<file path="src/rtl/memory_controller.sv">
// memory_controller: arbitrates the byte-wide RAM port between instruction fetch and the load/store buffer.
// Define MEMORY_CONTROLLER_IO_STALL_EN to hold IO stores while io_buffer_full is high.
module memory_controller #(
  parameter int          LSB_TYPE_WIDTH = 4,
  parameter logic [31:0] IO_BASE        = 32'h0003_0000
) (
  input  logic                      clk_in,
  input  logic                      rst_in,
  input  logic                      rdy_in,
  input  logic                      flush,
  input  logic [7:0]                mem_din,
  output logic [7:0]                mem_dout,
  output logic [31:0]               mem_a,
  output logic                      mem_wr,
  input  logic                      io_buffer_full,
  input  logic                      if_en,
  input  logic [31:0]               if_addr,
  output logic                      if_rdy,
  output logic [31:0]               if_data,
  input  logic                      lsb_en,
  input  logic [31:0]               lsb_addr,
  input  logic [LSB_TYPE_WIDTH-1:0] lsb_type,
  input  logic [31:0]               lsb_write_data,
  output logic                      lsb_rdy,
  output logic [31:0]               lsb_read_data
);

  typedef enum logic [1:0] {IDLE, READ, WRITE, DONE} state_t;

  state_t      state;
  logic        last_lsb;
  logic        owner_lsb;
  logic        flushed;
  logic        wr_q;
  logic [2:0]  cnt;
  logic [2:0]  nbytes;
  logic [31:0] base_addr;
  logic [31:0] wdata;
  logic [31:0] buf_q;
  logic [31:0] buf_next;
  logic [1:0]  size_q;
  logic        zext;

  logic        lsb_block;
  logic        io_hold;
  logic        grant_lsb;
  logic        grant_if;
  logic        accept;
  logic        capture;
  logic [2:0]  req_n;
  logic [31:0] req_addr;
  logic        req_wr;
  logic [2:0]  cnt_inc;
  logic [2:0]  cap_idx;

  function automatic logic [2:0] byte_count(input logic [1:0] size);
    case (size)
      2'b00:   return 3'd1;
      2'b01:   return 3'd2;
      default: return 3'd4;
    endcase
  endfunction

  function automatic logic [31:0] extend_load(input logic [31:0] raw, input logic [1:0] size,
                                              input logic zero_ext);
    case (size)
      2'b00:   return {{24{raw[7] & ~zero_ext}}, raw[7:0]};
      2'b01:   return {{16{raw[15] & ~zero_ext}}, raw[15:0]};
      default: return raw;
    endcase
  endfunction

`ifdef MEMORY_CONTROLLER_IO_STALL_EN
  assign lsb_block = lsb_type[3] & (lsb_addr >= IO_BASE) & io_buffer_full;
  assign io_hold   = (state == WRITE) & (base_addr >= IO_BASE) & io_buffer_full;
`else
  logic unused_io;
  assign lsb_block = 1'b0;
  assign io_hold   = 1'b0;
  assign unused_io = io_buffer_full ^ IO_BASE[0];
`endif

  // Round-robin on ties: the requester not served last wins.
  assign grant_lsb = lsb_en & ~lsb_block & (~if_en | ~last_lsb);
  assign grant_if  = if_en & ~grant_lsb;
  assign accept    = rdy_in & (state == IDLE) & ~flush & (grant_lsb | grant_if);
  assign req_n     = grant_lsb ? byte_count(lsb_type[1:0]) : 3'd4;
  assign req_addr  = grant_lsb ? lsb_addr : if_addr;
  assign req_wr    = grant_lsb & lsb_type[3];

  assign cnt_inc = cnt + 3'd1;
  assign cap_idx = cnt - 3'd1;
  assign capture = rdy_in & (state == READ) & ~flush & (cnt != 3'd0);

  always_comb begin
    buf_next = buf_q;
    buf_next[{cap_idx[1:0], 3'b000} +: 8] = mem_din;
  end

  assign mem_wr = wr_q & rdy_in & ~io_hold;

  // Transfer datapath: latched request and byte assembly buffer.
  always_ff @(posedge clk_in) begin
    if (accept) begin
      base_addr <= req_addr;
      wdata     <= lsb_write_data;
      size_q    <= lsb_type[1:0];
      zext      <= lsb_type[2];
      buf_q     <= '0;
    end else if (capture) begin
      buf_q <= buf_next;
    end
  end

  // Sequencer: one byte per cycle; read capture trails the address by two edges.
  always_ff @(posedge clk_in or negedge rst_in) begin
    if (!rst_in) begin
      state         <= IDLE;
      last_lsb      <= 1'b0;
      owner_lsb     <= 1'b0;
      flushed       <= 1'b0;
      wr_q          <= 1'b0;
      cnt           <= '0;
      nbytes        <= '0;
      mem_a         <= '0;
      mem_dout      <= '0;
      if_rdy        <= 1'b0;
      lsb_rdy       <= 1'b0;
      if_data       <= '0;
      lsb_read_data <= '0;
    end else if (rdy_in) begin
      if_rdy  <= 1'b0;
      lsb_rdy <= 1'b0;
      case (state)
        IDLE: begin
          if (accept) begin
            owner_lsb <= grant_lsb;
            last_lsb  <= grant_lsb;
            nbytes    <= req_n;
            cnt       <= '0;
            flushed   <= 1'b0;
            mem_a     <= req_addr;
            if (req_wr) begin
              state    <= WRITE;
              wr_q     <= 1'b1;
              mem_dout <= lsb_write_data[7:0];
            end else begin
              state <= READ;
            end
          end
        end
        READ: begin
          if (flush) begin
            state <= IDLE;
          end else begin
            cnt <= cnt_inc;
            if (cnt_inc < nbytes) mem_a <= base_addr + {29'b0, cnt_inc};
            if (cnt == nbytes) begin
              state <= DONE;
              if (owner_lsb) begin
                lsb_rdy       <= 1'b1;
                lsb_read_data <= extend_load(buf_next, size_q, zext);
              end else begin
                if_rdy  <= 1'b1;
                if_data <= buf_next;
              end
            end
          end
        end
        WRITE: begin
          // A flushed store is already committed: it completes silently.
          if (flush) flushed <= 1'b1;
          if (!io_hold) begin
            if (cnt_inc == nbytes) begin
              state <= DONE;
              wr_q  <= 1'b0;
              if (!(flushed | flush)) lsb_rdy <= 1'b1;
            end else begin
              cnt      <= cnt_inc;
              mem_a    <= base_addr + {29'b0, cnt_inc};
              mem_dout <= wdata[{cnt_inc[1:0], 3'b000} +: 8];
            end
          end
        end
        DONE: begin
          state <= IDLE;
        end
        default: state <= IDLE;
      endcase
    end
  end

endmodule

</file>
<file path="config.mk">
export PLATFORM = sky130hd
export DESIGN_NAME = memory_controller
export DESIGN_NICKNAME = d
export VERILOG_FILES = /design/src/rtl/memory_controller.sv
export SDC_FILE = /design/constraint.sdc
export NUM_CORES = 1
export LEC_CHECK = 0
export BUFFER_PORTS_ARGS = -buffer_cell sky130_fd_sc_hd__buf_2
export CAP_MARGIN = 40
export CELL_PAD_IN_SITES_DETAIL_PLACEMENT = 0
export CELL_PAD_IN_SITES_GLOBAL_PLACEMENT = 1
export CORE_MARGIN = 2
export CORE_UTILIZATION = 38
export CTS_CLUSTER_SIZE = 20
export DETAILED_ROUTE_END_ITERATION = 12
export PLACE_DENSITY = 0.72
export SYNTH_ARGS = -nofsm -noshare
export SYNTH_HDL_FRONTEND = slang
export SYNTH_SLANG_ARGS = --single-unit
export TNS_END_PERCENT = 100
</file>
<file path="constraint.sdc">
create_clock -name clk_in -period 3.3 [get_ports clk_in]
set_input_delay 0.165 -clock clk_in [delete_from_list [all_inputs] [get_ports clk_in]]
set_output_delay 0.165 -clock clk_in [all_outputs]
set_load 0.005 [all_outputs]
</file>
==> run_results.csv <==
group,metric,value,unit
outcome,outcome,"finished with violations",
outcome,violations,"design-rule violations",
critical_path,worstPathMaxFanout,12,
flow_run,maxCapViolations,0,
critical_path,end_kind,"register",
synth,synth.cell_area,10100,um^2
clock_network,clock_path_buffers,3,
synth,yosys.cell_types.count,67,
critical_path,required,3730,ps
clock_network,cts_sinks,216,
synth,ys_seq_elements,216,
cells_and_area,regArea,5580,um^2
place,placed_cells,1448,
synth,synth_top_family_by_area,"compound AO/OA/AOI/OAI gates",
synth,yosysWarnings,0,
die,start_util,38.7,%
die,die_h,167,um
timing,skew,7.04,ps
power_and_ir_drop,power.density,800,nW/um^2
synth,synth_ff_type,"dfrtp_1",
die,core-area,26100,um^2
detailed_routing,drt_iter0_markers,445,
global_route,grt_usage,19.5,%
clock_network,cts_tree,"yes",
synth,syn_inst,926,
global_route,grt_pass1_wl,44100,um
synth,synth_compound_area_share,14.7,%
global_route,gr-total-overflow,0,
clock_network,cts_buffers,25,
timing,min_period,2980,ps
synth,syn-num-nets,1058,
detailed_routing,drt_first_pass_iters,9,
detailed_routing,route.detailed.drc,11,
min_path,hold_path.class,"in2reg",
timing,fin_tns_setup,0,ps
detailed_routing,drt-wirelength-per-cell,17.2,um
critical_path,path_class,"reg2reg",
clock_network,root_buffer,"clkbuf_16",
power_and_ir_drop,p_leak,0.00581,uW
detailed_routing,num_vias,8125,
cells_and_area,nNetsFinal,1381,
detailed_routing,viasPerCell,5.07,
place,dpl_worst_slack,131,ps
synth,synthArstFlopShare,54.2,%
place,io_buffers,220,
timing,setup_violations,0,
synth,syn_avg_cell_area,10.9,um^2
synth,synth-xor-area-share,1.90,%
clock_network,clk_latency,520,ps
die,die_area,28000,um^2
cells_and_area,multi_input_comb_area,4260,um^2
timing,max-slew-margin-rel,45.3,%
global_route,antenna_found_initial,2,
synth,yosys.area_share.simple,14.2,%
die,die-width,167,um
timing,rsz0062_at_grt,"false",
cells_and_area,layout-drive-gt1-share,28.2,%
clock_network,clk_pin_slew_worst_paths,60,ps
global_route,grt_max_degree,65,
clock_network,cts-htree-levels,1,
timing,slew_viol_final,0,
timing,hold_ws,25.7,ps
detailed_routing,antenna_left,0,
timing,timing.final.crit_share,90.4,%
place,hpwl,18500,um
cells_and_area,instances_no_fill,1604,
cells_and_area,final_common_cell,"buf_2",
detailed_routing,routed_wl,27600,um
synth,synth_fa_ha_area_share,2.18,%
global_route,grt_pass1_vias,8070,
power_and_ir_drop,irDropWorstVdd,0.433,mV
timing,fin_ws,317,ps
critical_path,cp-start-kind,"register",
cells_and_area,syn2layout_area_growth,33.7,%
synth,synth_seq_area_share,55.1,%
timing,fmax,0.335,GHz
cells_and_area,final_cell_mix,"buf_2 (219), dfrtp_1 (117), dlygate4sd3_1 (109)",
timing,hold_viol_final,0,
place,gp_congestion,0.808,
synth,synthMuxAreaShare,8.81,%
timing,worstMarginPinSlew,810,ps
synth,synth_edf_count,67,
die,ios,222,
die,row_count,59,
critical_path,crit_arrival,3410,ps
cells_and_area,nFillCells,2393,
==> cell type report <==
class	count	area share, %
Antenna cell	2	0.0370
Tap cell	335	3.10
Inverter	19	0.546
Clock buffer	43	5.49
Multi-Input combinational cell	635	31.5
Sequential cell	216	41.3
Timing Repair Buffer	352	18.0
Clock inverter	2	0.0740
==> repair_timing <==
action | CTS | global route
gates resized for setup | 0 | 1
hold buffers | 109 | 0
hold endpoints to repair | 135 | 0
buffers inserted | 0 | 0
endpoints found under the setup margin | 0 | 16
==> synth_stat cells (8+ instances only) <==
cell type  count  area [um^2]
edfxtp_1      67         2010
dfrtp_1      117         2930
buf_1          8         30.0
buf_2         21          105
ha_1          16          200
a31oi_1       27          169
nand2b_1      19          119
nor3_1        12         60.1
inv_1         18         67.6
mux2_2        56          631
nor2b_1       43          269
nand4_1       11         68.8
dfxtp_1       32          641
mux4_2         8          180
clkbuf_1      25         93.8
a21o_1        10         75.1
nor2_1       100          375
nand2_1       60          225
o21ai_0       44          220
a21oi_1       65          325
nand3_1       11         55.1
a211oi_1      35          263
xnor2_1       15          131
==> report_power, final <==
group	switching, uW	total [uW]	internal, uW
Combinational	2280	4190	1910
Clock	1080	2590	1510
Sequential	458	4050	3590
Total	3820	10800	7010
==> per-layer routing <==
metal	global-route usage (%)	up-vias	wire (um)
met2	32.8	197	13500
met4	5.56	0	679
met1	26.2	3879	12300
met3	3.07	44	1190
li1	-	4005	-
met5	0	-	0
==> kinds of logic (layout without fill, tap and decap cells) <==
family | after synthesis | after routing
adder cells (fa/ha/maj) | 17 | 17
AO/OA/AOI/OAI | 233 | 233
flip-flops | 216 | 216
AND/OR/NAND/NOR | 291 | 291
multiplexers | 72 | 72
buffers and inverters | 75 | 416
other | 0 | 2
XOR/XNOR | 22 | 22
==> registers in the layout (all words and copies together), names as in the netlist <==
name,count
owner_lsb,1
nbytes,3
cnt,3
lsb_read_data,32
base_addr,32
mem_a,32
state,2
lsb_rdy,1
buf_q,32
if_data,32
wdata,32
wr_q,1
mem_dout,8
flushed,1
if_rdy,1
size_q,2
zext,1
==> critical path, cell delays in order, from the launching register on <==
cell and delay [ps]:
dfrtp_1 470, inv_1 100, ha_1 510, ha_1 330, nand4_1 180, o2111ai_2 310, nor2_1 180, buf_4 200
nand2_1 280, o221ai_1 310
==> stage by stage <==
step | util (%) | total power [uW] | cell area (um^2)
final | 51.8 | 10800 | 13500
after global routing | 51.8 | 11600 | 13500
after CTS | 51.7 | 10900 | 13500
after detailed placement | 44.7 | 8180 | 11700
after global placement | 44.6 | 8010 | 11600
after floorplan | - | 6590 | 10100
==> worst paths after layout <==
path	cells after the start	start	slack, ps	end
min in group asynchronous	2	rst_in	260	lsb_read_data[27]
setup / recovery	9	cnt[1]	320	mem_a[30]
max in group asynchronous	3	rst_in	2200	mem_a[16]
setup reg to reg	9	cnt[1]	320	mem_a[30]
hold reg to reg	1	mem_a[14]	470	mem_a[14]
hold / removal	3	rdy_in	30	if_rdy
Note: power is estimated with default switching activity, not from simulation.
